`src/rtl/credit_pack.sv`:
```
// ============================================================================
// Module   : credit_pack
// Purpose  : Packs 16-bit stream words into 16-word lines and writes each line
//            plus a {size,line} descriptor, then queues the line index for the
//            consumer. Optional macro CREDIT_PACK_PAD_EN zeroes the unused
//            slots of a partial line on wr_b_data.
// Revision : 1.0 - initial release
// ============================================================================
`default_nettype none

module credit_pack #(
    parameter int          OUT_DEPTH = 4,
    parameter logic [7:0]  LINE_INIT = 8'h00
) (
    input  logic         aclk,
    input  logic         reset_p,
    input  logic [15:0]  in_tdata,
    input  logic         in_tvalid,
    input  logic         in_tlast,
    output logic         in_tready,
    output logic [7:0]   wr_b_addr,
    output logic [255:0] wr_b_data,
    output logic         wr_b_write,
    output logic [7:0]   wr_a_addr,
    output logic [15:0]  wr_a_data,
    output logic         wr_a_write,
    output logic [7:0]   out_tdata,
    output logic         out_tvalid,
    input  logic         out_tready
);

    localparam int               c_AW   = $clog2(OUT_DEPTH);
    localparam int               c_CW   = c_AW + 1;
    localparam logic [c_CW-1:0]  c_FULL = c_CW'(OUT_DEPTH);

    typedef enum logic [0:0] {
        S_FILL  = 1'b0,
        S_FLUSH = 1'b1
    } state_t;

    state_t           r_state;
    state_t           w_state_nxt;

    logic [3:0]       r_wcnt;
    logic [3:0]       r_size;
    logic [255:0]     r_line;
    logic [7:0]       r_ptr;

    logic [7:0]       r_fifo [OUT_DEPTH];
    logic [c_AW-1:0]  r_wp;
    logic [c_AW-1:0]  r_rp;
    logic [c_CW-1:0]  r_cnt;

    logic             w_ready;
    logic             w_accept;
    logic             w_end;
    logic             w_push;
    logic             w_pop;
    logic             w_flush;
    logic [255:0]     w_line_out;

    // Reset gates every handshake/strobe so nothing leaks out while it is held.
    assign w_ready  = (r_state == S_FILL) && (r_cnt < c_FULL) && !reset_p;
    assign w_accept = in_tvalid && w_ready;
    assign w_end    = w_accept && (in_tlast || (r_wcnt == 4'hF));
    assign w_flush  = (r_state == S_FLUSH) && !reset_p;
    assign w_push   = w_flush;
    assign w_pop    = out_tvalid && out_tready;

    // ------------------------------------------------------------------
    // Two-process FSM
    // ------------------------------------------------------------------
    always_ff @(posedge aclk) begin
        if (reset_p) begin
            r_state <= S_FILL;
        end else begin
            r_state <= w_state_nxt;
        end
    end

    always_comb begin
        w_state_nxt = r_state;
        case (r_state)
            S_FILL: begin
                if (w_end) begin
                    w_state_nxt = S_FLUSH;
                end
            end
            S_FLUSH: begin
                w_state_nxt = S_FILL;
            end
            default: begin
                w_state_nxt = S_FILL;
            end
        endcase
    end

    // ------------------------------------------------------------------
    // Word counter, size capture and line pointer
    // ------------------------------------------------------------------
    always_ff @(posedge aclk) begin
        if (reset_p) begin
            r_wcnt <= 4'h0;
            r_size <= 4'h0;
            r_ptr  <= LINE_INIT;
        end else begin
            if (w_accept) begin
                if (w_end) begin
                    r_wcnt <= 4'h0;
                    // A full line wraps naturally to 4'h0, which is the 16-word encoding.
                    r_size <= r_wcnt + 4'h1;
                end else begin
                    r_wcnt <= r_wcnt + 4'h1;
                end
            end
            if (r_state == S_FLUSH) begin
                r_ptr <= r_ptr + 8'h01;
            end
        end
    end

    // Line storage needs no reset: a slot is always written before it is valid.
    always_ff @(posedge aclk) begin
        if (w_accept) begin
            r_line[{r_wcnt, 4'h0} +: 16] <= in_tdata;
        end
    end

    // ------------------------------------------------------------------
    // Output index FIFO
    // ------------------------------------------------------------------
    always_ff @(posedge aclk) begin
        if (reset_p) begin
            r_wp  <= '0;
            r_rp  <= '0;
            r_cnt <= '0;
        end else begin
            if (w_push) begin
                r_wp <= r_wp + 1'b1;
            end
            if (w_pop) begin
                r_rp <= r_rp + 1'b1;
            end
            case ({w_push, w_pop})
                2'b10:   r_cnt <= r_cnt + 1'b1;
                2'b01:   r_cnt <= r_cnt - 1'b1;
                default: r_cnt <= r_cnt;
            endcase
        end
    end

    // Input is held off at full, so a flush always finds a free entry.
    always_ff @(posedge aclk) begin
        if (w_push) begin
            r_fifo[r_wp] <= r_ptr;
        end
    end

    // ------------------------------------------------------------------
    // Line data presentation
    // ------------------------------------------------------------------
`ifdef CREDIT_PACK_PAD_EN
    generate
        if (1) begin : g_pad
            always_comb begin
                w_line_out = '0;
                for (int k = 0; k < 16; k++) begin
                    if ((r_size == 4'h0) || (4'(k) < r_size)) begin
                        w_line_out[k*16 +: 16] = r_line[k*16 +: 16];
                    end
                end
            end
        end
    endgenerate
`else
    generate
        if (1) begin : g_nopad
            assign w_line_out = r_line;
        end
    endgenerate
`endif

    // ------------------------------------------------------------------
    // Outputs
    // ------------------------------------------------------------------
    assign in_tready  = w_ready;
    assign wr_b_addr  = r_ptr;
    assign wr_b_data  = w_line_out;
    assign wr_b_write = w_flush;
    assign wr_a_addr  = r_ptr;
    assign wr_a_data  = {4'b0000, r_size, r_ptr};
    assign wr_a_write = w_flush;
    assign out_tdata  = r_fifo[r_rp];
    assign out_tvalid = (r_cnt != '0) && !reset_p;

endmodule

`default_nettype wire

```
`config.mk`:
```
export PLATFORM = sky130hd
export DESIGN_NAME = credit_pack
export DESIGN_NICKNAME = d
export VERILOG_FILES = /design/src/rtl/credit_pack.sv
export SDC_FILE = /design/constraint.sdc
export NUM_CORES = 1
export LEC_CHECK = 0
export ABC_AREA = 1
export CORE_UTILIZATION = 49
export CTS_CLUSTER_SIZE = 14
export DETAILED_ROUTE_END_ITERATION = 12
export PLACE_DENSITY = 0.77
export SLEW_MARGIN = 20
export SYNTH_ARGS = -nofsm -noshare
export SYNTH_HDL_FRONTEND = slang
export SYNTH_SLANG_ARGS = --single-unit
export TNS_END_PERCENT = 5
```
`constraint.sdc`:
```
create_clock -name aclk -period 3.5 [get_ports aclk]
set_input_delay 0.525 -clock aclk [delete_from_list [all_inputs] [get_ports aclk]]
set_output_delay 0.525 -clock aclk [all_outputs]
set_load 0.02 [all_outputs]
```
Yosys cells after proc, flatten, opt, wreduce, memory -nomap -nowiden
Memory sizes are Yosys's and may differ from the RTL's. A register that Yosys moved wholly into a read port is not among the register bits.
Index checks and enable logic that the tools add are counted.
{ "word_totals": {"ff_bits": 280, "ramBits": 32, "in_bits": 21, "out_inout_bits": 300, "word_cells": 44, "n_memories": 1} }
{ "mem_list": {"columns": ["memory", "depth", "word_bits", "rd", "rd_ports_with_merged_regs", "write_ports", "line_no", "rtl"], "rows": [
  ["r_fifo", 4, 8, 1, 1, 1, "49", "logic [7:0] r_fifo [OUT_DEPTH];"]
]} }
{ "classes": {"add_sub_neg": 7, "magnitude_cmp": 1, "n_eq_ne": 3, "shift": 2, "muxes": 9, "bitwise_logic": 1, "reduce_logical": 12} }
{ "op_table": {"columns": ["op", "n"], "rows": [
  ["bitwise mux 256 bit", 1],
  ["variable shift 16 x 10 -> 256 bit (first input constant)", 1],
  ["indexed part select 16 x 10 -> 256 bit", 1],
  ["negation 8 -> 10 bit", 1],
  ["adder 8 x 1 -> 8 bit (second input constant)", 1],
  ["logical AND 1 bit", 7],
  ["case mux 3 bit (2 select lines)", 1],
  ["adder 2 x 1 -> 2 bit (second input constant)", 2],
  ["adder 4 x 1 -> 4 bit (second input constant)", 1],
  ["== test 4 bit (second input constant)", 1],
  ["two-way mux 2 bit", 2],
  ["two-way mux 4 bit", 1],
  ["adder 3 x 1 -> 3 bit (second input constant)", 1],
  ["< comparator 3 bit (second input constant)", 1],
  ["two-way mux 1 bit", 3],
  ["nonzero test 3 bit", 1],
  ["subtractor 3 x 1 -> 3 bit (second input constant)", 1],
  ["== test 2 x 1 -> 1 bit (second input constant)", 1],
  ["== test 2 bit (second input constant)", 1],
  ["case mux 1 bit (2 select lines)", 1],
  ["AND reduction 2 bit", 1],
  ["nonzero test 2 bit", 1],
  ["logical NOT 1 bit", 1],
  ["logical OR 1 bit", 1],
  ["inverter 1 bit", 1]
]} }

Logic depth before layout (Yosys ltp)
{ "depth": {"word_depth": 7, "ltp_mapped": 12, "mapped_depth_nobuf": 12} }

Least setup slack after synthesis
Ideal clock, no wire load.
{ "synth_timing": {"path_type": "register to register", "start": "reg, netlist name r_wcnt[0]", "end": "reg r_line[16], in the netlist wr_b_data[16] (enable)", "setup_time_ps": 409, "t_arrival_ps": 2469, "required_time_ps": 3091, "setup_slack_ps": 621, "stages_incl_launch_ff": 9, "path_buffers": 3, "synth_period_minus_slack_ps": 2879, "cell_sequence": "dfxtp_1 -> buf_4 -> inv_4 -> ha_1 -> nand2_4 -> nand2_2 -> buf_6 -> clkbuf_1 -> nor3_1"} }
{ "synth_rtl": {"columns": ["item", "line_no", "rtl"], "rows": [
  ["end signal, assigned by index", "125", "r_line[{r_wcnt, 4'h0} +: 16] <= in_tdata;"],
  ["end, declared", "46", "logic [255:0] r_line;"]
]} }

==> impl_metrics.env <==
export IMPL_status="finished, final reports clean"
export IMPL_detail_route_first_pass_iterations=10
export IMPL_post_cts_buffers=0
export IMPL_largest_net_degree_at_the_start_of_global_routing=67
export IMPL_pwr_share_clk=0.410
export IMPL_required_ns=2.97
export IMPL_cts_tree="built"
export IMPL_peak_supply_drop_v=0.000318
export IMPL_globalRoute_totalOverflow=0
export IMPL_drt_total_wl_microns=35000
export IMPL_first_pass_grt_wire_length_microns=51500
export IMPL_dieWidth_microns=162
export IMPL_design_die_area_sq_mm=0.0261
export IMPL_power_switching_mw=1.61
export IMPL_worst_pin_slew_ns=0.717
export IMPL_synth_mux_area_fraction=0
export IMPL_cts_reportedPaths_clkPinSlew_ns=0.06
export IMPL_fmax_mhz=326
export IMPL_share_of_the_synthesized_area_in_compound_gates_ao_oa_aoi_oai=0.0221
export IMPL_synth_top_cells_by_area="sky130_fd_sc_hd__edfxtp_1 69%, sky130_fd_sc_hd__nor2_1 7.7%, sky130_fd_sc_hd__dfxtp_1 4.2%"
export IMPL_cap_violations=0
export IMPL_maxSlewViolCount=0
export IMPL_cp_end_kind="primary output"
export IMPL_critPathBufInv=2
export IMPL_setup_viol=0
export IMPL_max_slew_margin_rel=0.520
export IMPL_antenna_found_initial=0
export IMPL_synthMostInstantiatedCell="sky130_fd_sc_hd__edfxtp_1"
export IMPL_synth_flop_cell="sky130_fd_sc_hd__edfxtp_1"
export IMPL_violation_count_after_the_first_detailed_route_iteration=961
export IMPL_via_per_inst=5.31
export IMPL_ys_ff_latch=314
export IMPL_yosysWarnings=0
export IMPL_cp_slowest_cell="sky130_fd_sc_hd__dfxtp_1"
export IMPL_total_power_mw=7.51
export IMPL_synth_lib_cells_used_distinct=31
export IMPL_clock_insertion_delay_worst_skew_ns=0.55
export IMPL_critical_path_max_fanout=17
export IMPL_syn_inst=1024
export IMPL_path_delay_family="buffers and inverters"
export IMPL_synthTopCellsByCount="288 x sky130_fd_sc_hd__edfxtp_1, 256 x sky130_fd_sc_hd__nor2_1, 108 x sky130_fd_sc_hd__nand2_1"
export IMPL_timing_critical_path_cells="inv_1 > o21ai_0 > o22ai_1 > clkdlybuf4s50_1"
export IMPL_fraction_of_layout_instances_using_a_drive_strength_above_1=0.0874
export IMPL_place_hpwl_microns=25200
export IMPL_rows=58
export IMPL_grt_setup_unrepaired="no"
export IMPL_via_count=8982
export IMPL_synth_area_leader_cell="sky130_fd_sc_hd__edfxtp_1"
export IMPL_core_area_sq_mm=0.0251
export IMPL_design_final_nets=1370
export IMPL_worstSetupStartpointType="flip-flop"
export IMPL_first_global_vias=8652
export IMPL_hold_path_class="flip-flop to flip-flop"
export IMPL_htree_num_levels=1
export IMPL_gpl_final_weighted_congestion=0.886
export IMPL_drc=0
export IMPL_synth_simple_gate_area_share=0.169
export IMPL_ctsRootBufferMaster="sky130_fd_sc_hd__clkbuf_16"
export IMPL_initial_core_util=0.497
export IMPL_clk_path_buf_depth=3
export IMPL_xor_xnor_portion_of_the_synthesized_cell_area=0.00210
export IMPL_fraction_of_the_yosys_area_taken_by_sequential_cells=0.734
export IMPL_power_per_cell_area_mw_per_mm2=446
export IMPL_netlist_area_sq_mm=0.0125
export IMPL_num_antenna_cells=0
export IMPL_timing_worst_setup_path_type="flip-flop to primary output"
export IMPL_synthAdderAreaFrac=0.0116
export IMPL_synth_top_family_by_area="simple AND/OR/NAND/NOR gates"
export IMPL_area_delta_synth_final_pct=34.6
export IMPL_cts_made_buffers=30
export IMPL_boundaryPins=321
export IMPL_ant_nets=0
export IMPL_hold_buffers=0
export IMPL_grtUsageTotal=0.266
export IMPL_fin_worst_skew_ns=0.0166
export IMPL_synth_top_area_share=0.692
export IMPL_period_minus_slack_ns=3.07
export IMPL_fin_tns_setup_ns=0
export IMPL_arrival_time_at_the_worst_endpoint_ns=2.55
export IMPL_p_leak_nw=5.95
export IMPL_syn_mean_instance_area_sq_um=12.2
export IMPL_cts_repair_resized=0
export IMPL_placement_io_buffers=316
export IMPL_critical_path_max_stage_delay_ns=0.65
export IMPL_power_sequential_fraction=0.544
export IMPL_detail_route_wl_per_cell_microns=20.7
export IMPL_cts_sink_count=314
export IMPL_die_height_microns=162
export IMPL_timing_final_crit_share=0.878
export IMPL_intPower_mw=5.90
export IMPL_ys_async_sr_fraction=0
export IMPL_power_switching_share=0.214
export IMPL_pwr_share_comb=0.046
export IMPL_synth_edff_count=288
export IMPL_report_final_hold_viol_count=0
-- power groups by stage --
stage                     logic, mW  registers [mW]  clock network, mW
after floorplan               0.187            4.17                  0
after global placement        0.338            4.16                  0
after detailed placement      0.347            4.16                  0
after CTS                     0.348            4.08               3.10
after global routing          0.373            4.08               3.24
final                         0.348            4.08               3.08
-- area by class of cell --
class / instances / area (sq um)
sequential: 314 / 9170
fill: 1852 / 8290
timing repair buffer: 343 / 3370
multi-input combinational: 556 / 2590
clock buffer: 42 / 837
tap: 330 / 413
inverter: 93 / 354
clock inverter: 14 / 90.1
-- cell usage in the layout (no fill, tap or decap), types with 27 or more instances in the layout --
master	count
sky130_fd_sc_hd__o21ai_0	28
sky130_fd_sc_hd__buf_4	27
sky130_fd_sc_hd__clkbuf_16	31
sky130_fd_sc_hd__inv_1	83
sky130_fd_sc_hd__clkdlybuf4s50_1	316
sky130_fd_sc_hd__nand3_1	41
sky130_fd_sc_hd__nor2_1	256
sky130_fd_sc_hd__nor3_1	38
sky130_fd_sc_hd__nand2_1	108
sky130_fd_sc_hd__edfxtp_1	288
-- final timing paths --
check,from,end,slack [ns],depth (start not counted)
max,flip-flop,out_tdata[0],0.43,4
min,r_cnt[0]$_SDFFE_PP0P_,r_cnt[0]$_SDFFE_PP0P_,0.45,1
max reg2reg,r_wcnt[1]$_SDFFE_PP0P_,wr_b_data[174]$_DFFE_PP_,1.06,7
min reg2reg,r_cnt[0]$_SDFFE_PP0P_,r_cnt[0]$_SDFFE_PP0P_,0.45,1
-- per-layer routing --
layer | routed length, microns | track usage | share of wire
met1 | 13700 | 0.350 | 0.39
met2 | 16700 | 0.438 | 0.48
met3 | 2990 | 0.0455 | 0.085
met4 | 1650 | 0.117 | 0.047
met5 | 0 | 0 | 0
-- metrics by stage --
stage | instances | instance area (sq um) | worst slack, ns | hold slack [ns] | util
finish | 1692 | 16800 | 0.428 | 0.451 | 0.670
global route | 1692 | 16800 | 0.304 | 0.470 | 0.670
CTS | 1692 | 16800 | 0.420 | 0.451 | 0.670
detailed placement | 1636 | 15900 | 0.690 | 0.443 | 0.633
global placement | 1636 | 15900 | 0.758 | 0.433 | 0.633
floorplan | 1027 | 12500 | 0.621 | 0.422 | -
-- worst register-to-register path, delay by kind of cell (launching register included) --
family | cells | cell delay (ns)
simple gates | 3 | 0.54
fa+ha+maj | 1 | 0.51
flops | 1 | 0.47
buf+inv | 3 | 0.60
-- registers in the layout, summed over array words and instances, names as in the netlist, named ones only --
name / cells
r_cnt: 3
r_fifo: 32
r_rp: 2
r_size: 4
r_state: 1
r_wcnt: 4
r_wp: 2
wr_a_addr: 8
wr_b_data: 256
-- kinds of logic after synthesis --
logic type | Yosys count
AND/OR/NAND/NOR | 486
flip-flops | 314
buffers and inverters | 157
AO/OA/AOI/OAI | 52
adder cells (fa/ha/maj) | 11
XOR/XNOR | 3
other | 1
No activity file was read; power rests on OpenSTA's default activity.
